<file path="config.mk">
export PLATFORM = sky130hd
export DESIGN_NAME = vga_timing_gen
export DESIGN_NICKNAME = d
export VERILOG_FILES = /design/src/rtl/vga_timing_gen.sv
export SDC_FILE = /design/constraint.sdc
export NUM_CORES = 1
export LEC_CHECK = 0
export CAP_MARGIN = 20
export CORE_UTILIZATION = 25
export CTS_CLUSTER_SIZE = 20
export DETAILED_ROUTE_END_ITERATION = 10
export DONT_BUFFER_PORTS = 1
export GPL_TIMING_DRIVEN = 1
export MAX_ROUTING_LAYER = met4
export PLACE_DENSITY = 0.44
export SKIP_LAST_GASP = 1
export SLEW_MARGIN = 0
export SYNTH_ARGS = -nofsm -noshare
export SYNTH_HDL_FRONTEND = slang
export SYNTH_SLANG_ARGS = --single-unit
</file>
<file path="constraint.sdc">
create_clock -name Clk -period 3 [get_ports Clk]
set_input_delay 0.15 -clock Clk [delete_from_list [all_inputs] [get_ports Clk]]
set_output_delay 0.15 -clock Clk [all_outputs]
set_load 0.01 [all_outputs]
</file>
<file path="src/rtl/vga_timing_gen.sv">
// VGA raster timing: pixel divider, DrawX/DrawY counters, and sync/blank strobes
// delayed by PIPE_DELAY pixels to line up with late-arriving RGB.
module vga_timing_gen #(
  parameter int CLK_DIV    = 2,
  parameter int PIPE_DELAY = 1,
  parameter int H_VISIBLE  = 640,
  parameter int H_FRONT    = 16,
  parameter int H_SYNC     = 96,
  parameter int H_BACK     = 48,
  parameter int V_VISIBLE  = 480,
  parameter int V_FRONT    = 10,
  parameter int V_SYNC     = 2,
  parameter int V_BACK     = 33
) (
  input  logic       Clk,
  input  logic       Reset,
  output logic [9:0] DrawX,
  output logic [9:0] DrawY,
  output logic       pixel_tick,
  output logic       VGA_HS,
  output logic       VGA_VS,
  output logic       VGA_BLANK_N,
  output logic       VGA_SYNC_N,
  output logic       line_start,
  output logic       frame_start
);

  localparam int H_TOTAL = H_VISIBLE + H_FRONT + H_SYNC + H_BACK;
  localparam int V_TOTAL = V_VISIBLE + V_FRONT + V_SYNC + V_BACK;

  localparam logic [1:0] DIV_LAST = 2'(CLK_DIV - 1);
  localparam logic [9:0] H_LAST   = 10'(H_TOTAL - 1);
  localparam logic [9:0] V_LAST   = 10'(V_TOTAL - 1);
  localparam logic [9:0] H_VIS    = 10'(H_VISIBLE);
  localparam logic [9:0] V_VIS    = 10'(V_VISIBLE);
  localparam logic [9:0] HS_FIRST = 10'(H_VISIBLE + H_FRONT);
  localparam logic [9:0] HS_LAST  = 10'(H_VISIBLE + H_FRONT + H_SYNC - 1);
  localparam logic [9:0] VS_FIRST = 10'(V_VISIBLE + V_FRONT);
  localparam logic [9:0] VS_LAST  = 10'(V_VISIBLE + V_FRONT + V_SYNC - 1);

  logic [1:0]            div_q, div_d;
  logic [9:0]            h_q, h_d;
  logic [9:0]            v_q, v_d;
  logic [PIPE_DELAY-1:0] hs_pipe_q, hs_pipe_d;
  logic [PIPE_DELAY-1:0] vs_pipe_q, vs_pipe_d;
  logic [PIPE_DELAY-1:0] blank_pipe_q, blank_pipe_d;
  logic                  line_q, line_d;
  logic                  frame_q, frame_d;
  logic                  hs_raw, vs_raw, blank_raw;

  always_comb begin
    pixel_tick = (div_q == DIV_LAST);
    div_d      = pixel_tick ? 2'd0 : div_q + 2'd1;

    h_d = h_q;
    v_d = v_q;
    if (h_q == H_LAST) begin
      h_d = 10'd0;
      v_d = (v_q == V_LAST) ? 10'd0 : v_q + 10'd1;
    end else begin
      h_d = h_q + 10'd1;
    end

    hs_raw    = !((h_q >= HS_FIRST) && (h_q <= HS_LAST));
    vs_raw    = !((v_q >= VS_FIRST) && (v_q <= VS_LAST));
    blank_raw = (h_q < H_VIS) && (v_q < V_VIS);

    hs_pipe_d       = hs_pipe_q;
    vs_pipe_d       = vs_pipe_q;
    blank_pipe_d    = blank_pipe_q;
    hs_pipe_d[0]    = hs_raw;
    vs_pipe_d[0]    = vs_raw;
    blank_pipe_d[0] = blank_raw;
    for (int i = 1; i < PIPE_DELAY; i++) begin
      hs_pipe_d[i]    = hs_pipe_q[i-1];
      vs_pipe_d[i]    = vs_pipe_q[i-1];
      blank_pipe_d[i] = blank_pipe_q[i-1];
    end

    // Pulses land in the first Clk cycle of the new line/frame.
    line_d  = pixel_tick && (h_q == H_LAST);
    frame_d = line_d && (v_q == V_LAST);
  end

  always_ff @(posedge Clk) begin
    if (Reset) begin
      div_q        <= 2'd0;
      h_q          <= 10'd0;
      v_q          <= 10'd0;
      hs_pipe_q    <= '1;
      vs_pipe_q    <= '1;
      blank_pipe_q <= '0;
      line_q       <= 1'b0;
      frame_q      <= 1'b0;
    end else begin
      div_q   <= div_d;
      line_q  <= line_d;
      frame_q <= frame_d;
      if (pixel_tick) begin
        h_q          <= h_d;
        v_q          <= v_d;
        hs_pipe_q    <= hs_pipe_d;
        vs_pipe_q    <= vs_pipe_d;
        blank_pipe_q <= blank_pipe_d;
      end
    end
  end

  assign DrawX       = h_q;
  assign DrawY       = v_q;
  assign VGA_HS      = hs_pipe_q[PIPE_DELAY-1];
  assign VGA_VS      = vs_pipe_q[PIPE_DELAY-1];
  assign VGA_BLANK_N = blank_pipe_q[PIPE_DELAY-1];
  assign VGA_SYNC_N  = 1'b0;
  assign line_start  = line_q;
  assign frame_start = frame_q;

endmodule

</file>
==> results of run 1 <==
-- cell families after synthesis --
| group | synth area share [%] |
|---|---|
| flip-flops | 40.45 |
| AO/OA/AOI/OAI | 7.959 |
| multiplexers | 0.7491 |
| AND/OR/NAND/NOR | 29.40 |
| adder cells (fa/ha/maj) | 5.618 |
| XOR/XNOR | 9.176 |
| buffers and inverters | 6.366 |
| other | 0.2806 |
-- metal layers --
layer	global-route usage [%]	wire length [um]
met2	19.92	1456
met5	-	0
met3	4.685	239
met1	15.84	1475
met4	2.516	17
-- cell usage in the layout, fill, tap and decap left out, types with 2 or more instances in the layout --
cell type and n:
a21oi_1 5, and4_1 3, buf_4 2, clkbuf_8 3, dfxtp_1 27, ha_1 6, inv_1 7, nand2_1 6
nand2b_1 2, nand3_1 10, nand4_1 6, nor2_1 9, nor3_1 13, nor4_1 6, o21ai_0 2, xnor2_1 8
xor2_1 6
-- worst paths after layout --
path,from,to,cells past startpoint
setup / recovery,DrawX[4],DrawY[8],4
hold reg to reg,div_q[0],div_q[0],1
hold / removal,Reset,VGA_HS,3
setup reg to reg,DrawX[4],DrawY[8],4
-- power by group --
group	internal (uW)	switching (uW)	leakage [uW]
Clock	93.2	120	0.0000255
Combinational	17.0	26.3	0.000209
Sequential	368	11.9	0.000218
Total	478	158	0.000453
-- registers in the layout, indices dropped and copies added (netlist names) --
signal and flops:
DrawX 10, DrawY 10, VGA_BLANK_N 1, VGA_HS 1, VGA_VS 1, div_q 2
frame_start 1, line_start 1
-- critical path: cells and delay by family (launching register included) --
family | cells | cell delay, ns
DFF | 1 | 0.51
and+or+nand+nor | 3 | 1.74
AOI/OAI and AO/OA | 1 | 0.13
-- what timing repair did --
action,4_1_cts,5_1_grt
hold endpoints to repair,20,0
resized for setup,0,0
hold buffers,1,0
-- metrics by stage --
stage / std cells / hold WS, ns
final: 216 / 0.1476
after global routing: 216 / 0.1453
after CTS: 216 / 0.1404
after detailed placement: 211 / 0.2268
after global placement: 211 / 0.2266
after floorplan: 149 / 0.2570
-- layout make-up --
class                           instances  area share [%]
Clock buffer                            3           2.875
Clock inverter                          1          0.3484
Inverter                                7           1.829
Multi-Input combinational cell        105           49.48
Sequential cell                        27           37.63
Tap cell                               70           6.098
Timing Repair Buffer                    3           1.742
==> out/summary.txt, run 1 <==
GPL Wtd Cong: 0.7959
Clock Skew: 0.008486 ns
Seq/Total Area, Yosys: 40.45%
Rel. slew slack: 49.29%
Most common cell in the synthesized netlist: dfxtp_1
Total Nets Final: 155
Critical path arrival: 2.66 ns
Synth Register Bits: 27
DR iter-0 viols: 49
Post CTS Setup Buffer Count: 0
Die X: 75.11 um
DR vias/cell: 4.912
CP max stage delay: 0.64 ns
Status: complete, no violations
Min Tclk post-route: 2.451 ns
Cells after synthesis: 149
Critical path fanouts, max: 8
Final setup viols: 0
Post-synth top cells: dfxtp_1 (27), nor3_1 (13), nand3_1 (10)
RSZ-0062 raised after global routing: no
Remaining DRCs: 0
Wire per inst: 14.75 um
First-pass GRT wire length: 5257 um
Fraction of layout cells with a size suffix above 1: 8.904%
Ant diodes: 0
Fillers: 583
YS warnings: 0
Layout area overhead: 7.491%
Input/output buffers: 0
CTS buffer count: 3
Vias: 1061
Synth cell types: 45
Antenna violations before repair: 0
H-tree Lvls: 1
Power Dens Cells: 442.9 nW/um^2
Std-Cell Rows: 26
Async SR Flop Fraction: 0%
Syn_nets: 157
CTS clock-pin slew for the worst setup and hold paths: 0.10 ns
HPWL after detailed placement: 2322 um
Clk sinks: 27
Primary FF master, synth: dfxtp_1
Peak supply drop: 218.9 uV
Maximum buffer depth of the clock tree: 2
Syn Std Cell Area: 1336 um^2
Num ports: 29
Synth Area per Inst: 8.968 um^2
Startpoint types: flip-flop
Detail Route Antenna Nets: 0
Post-synth top area cell: dfxtp_1
Final Util: 27.95%
Hold WC Path Type: in -> reg
Total negative setup slack: 0 ns
Final worst setup slack: 0.5486 ns
Sequential Area: 540.5 um^2
Largest net degree at the start of global routing: 21
Slowest-stage cell, CP: or4b_1
Root Buffer: clkbuf_8
Slew Limit Fails: 0
Max-Cap Viols: 0
Gr usage total: 12.77%
Crit path cell chain: or4b_1 -> or3_1 -> or4_4 -> a21oi_2
CP required: 3.21 ns
Footprint of the multi-input gates: 710.7 um^2
Crit. End Element: flip-flop
GRT overflow: 0
Post-synth EDFFs: 0
Leakage power: 0.0004527 uW
Initial Util: 26.00%
Clk_lat worst skew: 0.28 ns
Crit Path Category: reg -> reg
Core outline area: 5140 um^2
Die area: 5642 um^2
Period utilisation layout: 81.71%
Die height: 75.11 um
Final wirelength: 3187 um
Pre-CTS setup slack: 0.5672 ns
Synth area leaders: dfxtp_1 (40%), ha_1 (5.6%), xnor2_1 (5.2%), nor3_1 (4.9%), xor2_1 (3.9%)
Number of global-route vias before repair: 1048
Final instance area: 1436 um^2
Final Hold Viols: 0
Worst slew pin tran: 0.7581 ns
DRT Pass-1 Iters: 4
Achievable Freq: 407.9 MHz
Placed cell area: 1380 um^2
CTS tree: done
Internal reg-to-reg setup slack: 0.55 ns
Final Power: 636.2 uW
Top cell type's share of synthesized area: 40.45%
No activity file was read; power rests on OpenSTA's default activity.
==> inputs of run 2 (changes only) <==
- ABC_AREA: unset -> 1
- PLACE_DENSITY: 0.44 -> 0.46
- clock period: 3 -> 2.19 ns (I/O delays scaled with it)
==> out/summary.txt, run 2 <==
First-pass GRT wire length: 6161 um (+17%)
Most frequent cells in the layout: nor2_1 (42), nand2_1 (40), dfxtp_1 (27)
Clock Skew: 0.007783 ns (-0.0007025 ns)
Most common cell in the synthesized netlist: nor2_1
Die height: 78.06 um (+3.9%)
CP top delay family: simple AND/OR/NAND/NOR gates
Reg2reg end: DrawY[7]
Clk sinks: 27 (unchanged)
CTS buffer count: 3 (unchanged)
Crit path cell chain: ha_1 -> nand2_2 -> nor2_4 -> nand3_2 -> nor2_1 -> nor2_2 -> nand2_1 -> nor2_1
Seq/Total Area, Yosys: 37.37% (-3.1 points)
Root Buffer: clkbuf_8
Gr usage total: 13.38% (+0.61 points)
Std-Cell Rows: 27 (+3.8%)
Synth area leaders: dfxtp_1 (37%), nor2_1 (11%), nand2_1 (10%), inv_1 (6.7%), ha_1 (5.2%)
DR vias/cell: 4.456 (-9.3%)
Startpoint types: flip-flop
Cells after synthesis: 210 (+41%)
Synth Area per Inst: 6.888 um^2 (-23%)
Crit. End Element: flip-flop
Antenna violations before repair: 0 (unchanged)
Core outline area: 5540 um^2 (+7.8%)
CP required: 2.37 ns (-0.84 ns)
Final Hold Viols: 0 (unchanged)
Total negative setup slack: 0 ns (unchanged)
Initial Util: 26.11% (+0.11 points)
Final instance area: 1580 um^2 (+10%)
Commonest non-fill, non-tap cell in the layout: nor2_1
Hold_sp: Reset
Max-Cap Viols: 0 (unchanged)
Synth Register Bits: 27 (unchanged)
R2R Path Start: div_q[0]
Hold WC Path Type: in -> reg
Achievable Freq: 608.7 MHz (+49%)
Ant diodes: 0 (unchanged)
Top cell type's share of synthesized area: 37.37% (-3.1 points)
Largest net degree at the start of global routing: 15 (-29%)
Wire per inst: 13.02 um (-12%)
Vias: 1270 (+20%)
Total Nets Final: 222 (+43%)
H-tree Lvls: 1 (unchanged)
Async SR Flop Fraction: 0% (unchanged)
Leakage power: 0.0006198 uW (+37%)
Slew Limit Fails: 0 (unchanged)
HPWL after detailed placement: 2873 um (+24%)
GRT overflow: 0 (unchanged)
Syn_nets: 218 (+39%)
Peak supply drop: 317.6 uV (+45%)
Hold EP: VGA_HS
DRT Pass-1 Iters: 4 (unchanged)
Power Dens Cells: 547.6 nW/um^2 (+24%)
Maximum buffer depth of the clock tree: 2 (unchanged)
Slowest-stage cell, CP: ha_1
Die X: 78.06 um (+3.9%)
CTS clock-pin slew for the worst setup and hold paths: 0.10 ns (about the same)
Remaining DRCs: 0 (unchanged)
Status: complete, no violations
Number of global-route vias before repair: 1226 (+17%)
Crit Path Category: reg -> reg
Layout area overhead: 9.256%
Min Tclk post-route: 1.643 ns (-0.8086 ns)
Final worst setup slack: 0.5473 ns (-0.001365 ns)
Syn Std Cell Area: 1446 um^2 (+8.2%)
Die area: 6093 um^2 (+8.0%)
Period utilisation layout: 75.01% (-6.7 points)
Synth cell types: 29 (-36%)
Fraction of layout cells with a size suffix above 1: 10.80% (+1.9 points)
Critical path fanouts, max: 5 (-3)
Most used cell, CP: nor2_1
Primary FF master, synth: dfxtp_1
Critical path arrival: 1.83 ns (-0.83 ns)
Post-synth EDFFs: 0 (unchanged)
Final setup viols: 0 (unchanged)
Post-synth top area cell: dfxtp_1
CTS tree: done
RSZ-0062 raised after global routing: no
Cells on worst reg2reg path: 8 (+4)
GPL Wtd Cong: 0.8034 (+0.94%)
Placed cell area: 1525 um^2 (+11%)
Resize count post-CTS: 0 (unchanged)
Hold Path Cell Cnt: 2 (-1)
Internal reg-to-reg setup slack: 0.55 ns (about the same)
YS warnings: 0 (unchanged)
Pre-CTS setup slack: 0.5575 ns (-0.009697 ns)
Num ports: 29 (unchanged)
Clk_lat worst skew: 0.28 ns (about the same)
Detail Route Antenna Nets: 0 (unchanged)
Input/output buffers: 0 (unchanged)
Post-synth top cells: nor2_1 (42), nand2_1 (40), dfxtp_1 (27)
CP bufs+invs: 0 (unchanged)
Final wirelength: 3710 um (+16%)
CP max stage delay: 0.38 ns (-0.26 ns)
DR iter-0 viols: 35 (-29%)
## run 2: worst max path at each step
stage / endpoint / from / cells after the start
CTS: DrawY[7] / div_q[0] / 8
floorplan: DrawY[2] / div_q[0] / 8
finish: DrawY[7] / div_q[0] / 8
global route: DrawY[3] / div_q[1] / 9
detailed placement: DrawY[4] / div_q[0] / 8
global placement: DrawX[9] / div_q[0] / 8
## run 2: repair_timing
action | in CTS | in global routing
hold buffers | 1 | 0
endpoints found under the hold margin | 10 | 0
setup buffers | 0 | 0
## run 2: cell type report
cell class,instances,area [um^2]
flip-flops and latches,27,540.5
repair buffers,1,10.01
multi-input cells,152,783.3
inverters,29,111.4
well taps,72,90.09
fillers,615,3960
clock buffers,4,45.04
## run 2: metrics by stage
stage          total power, uW  hold slack (ns)  util, %  instances
3_5_place_dp             580.9           0.1864    27.53        280
2_1_floorplan            566.6           0.3383        -        210
6_report                 865.4          0.03220    28.52        285
5_1_grt                  904.7          0.04043    28.52        285
3_3_place_gp             582.4           0.1855    27.53        280
4_1_cts                  878.8          0.01544    28.52        285
## run 2: kinds of logic (layout without fill, tap and decap cells)
family,after synthesis,in the layout,synth area share (%)
other,1,1,0.2593
adders and majority gates,6,6,5.190
xor gates and xnor gates,1,1,0.6056
DFF,27,27,37.37
buffers and inverters,31,34,8.478
AOI/OAI and AO/OA,16,16,5.882
and+or+nand+nor,128,128,42.21
## run 2: per-layer routing
metal,share of wire (%),track usage (%),wire [um],vias up
met5,0,-,0,-
met3,5.9,3.721,220,4
met4,0.78,2.222,29,0
li1,-,-,-,666
met2,44,21.67,1640,27
met1,49,16.86,1820,573
## run 2: where the power goes
part | leakage [uW] | internal [uW] | switching (uW)
Sequential | 0.000218 | 503 | 12.1
Clock | 0.0000228 | 131 | 162
Combinational | 0.000379 | 16.1 | 41.9
Total | 0.000620 | 650 | 216
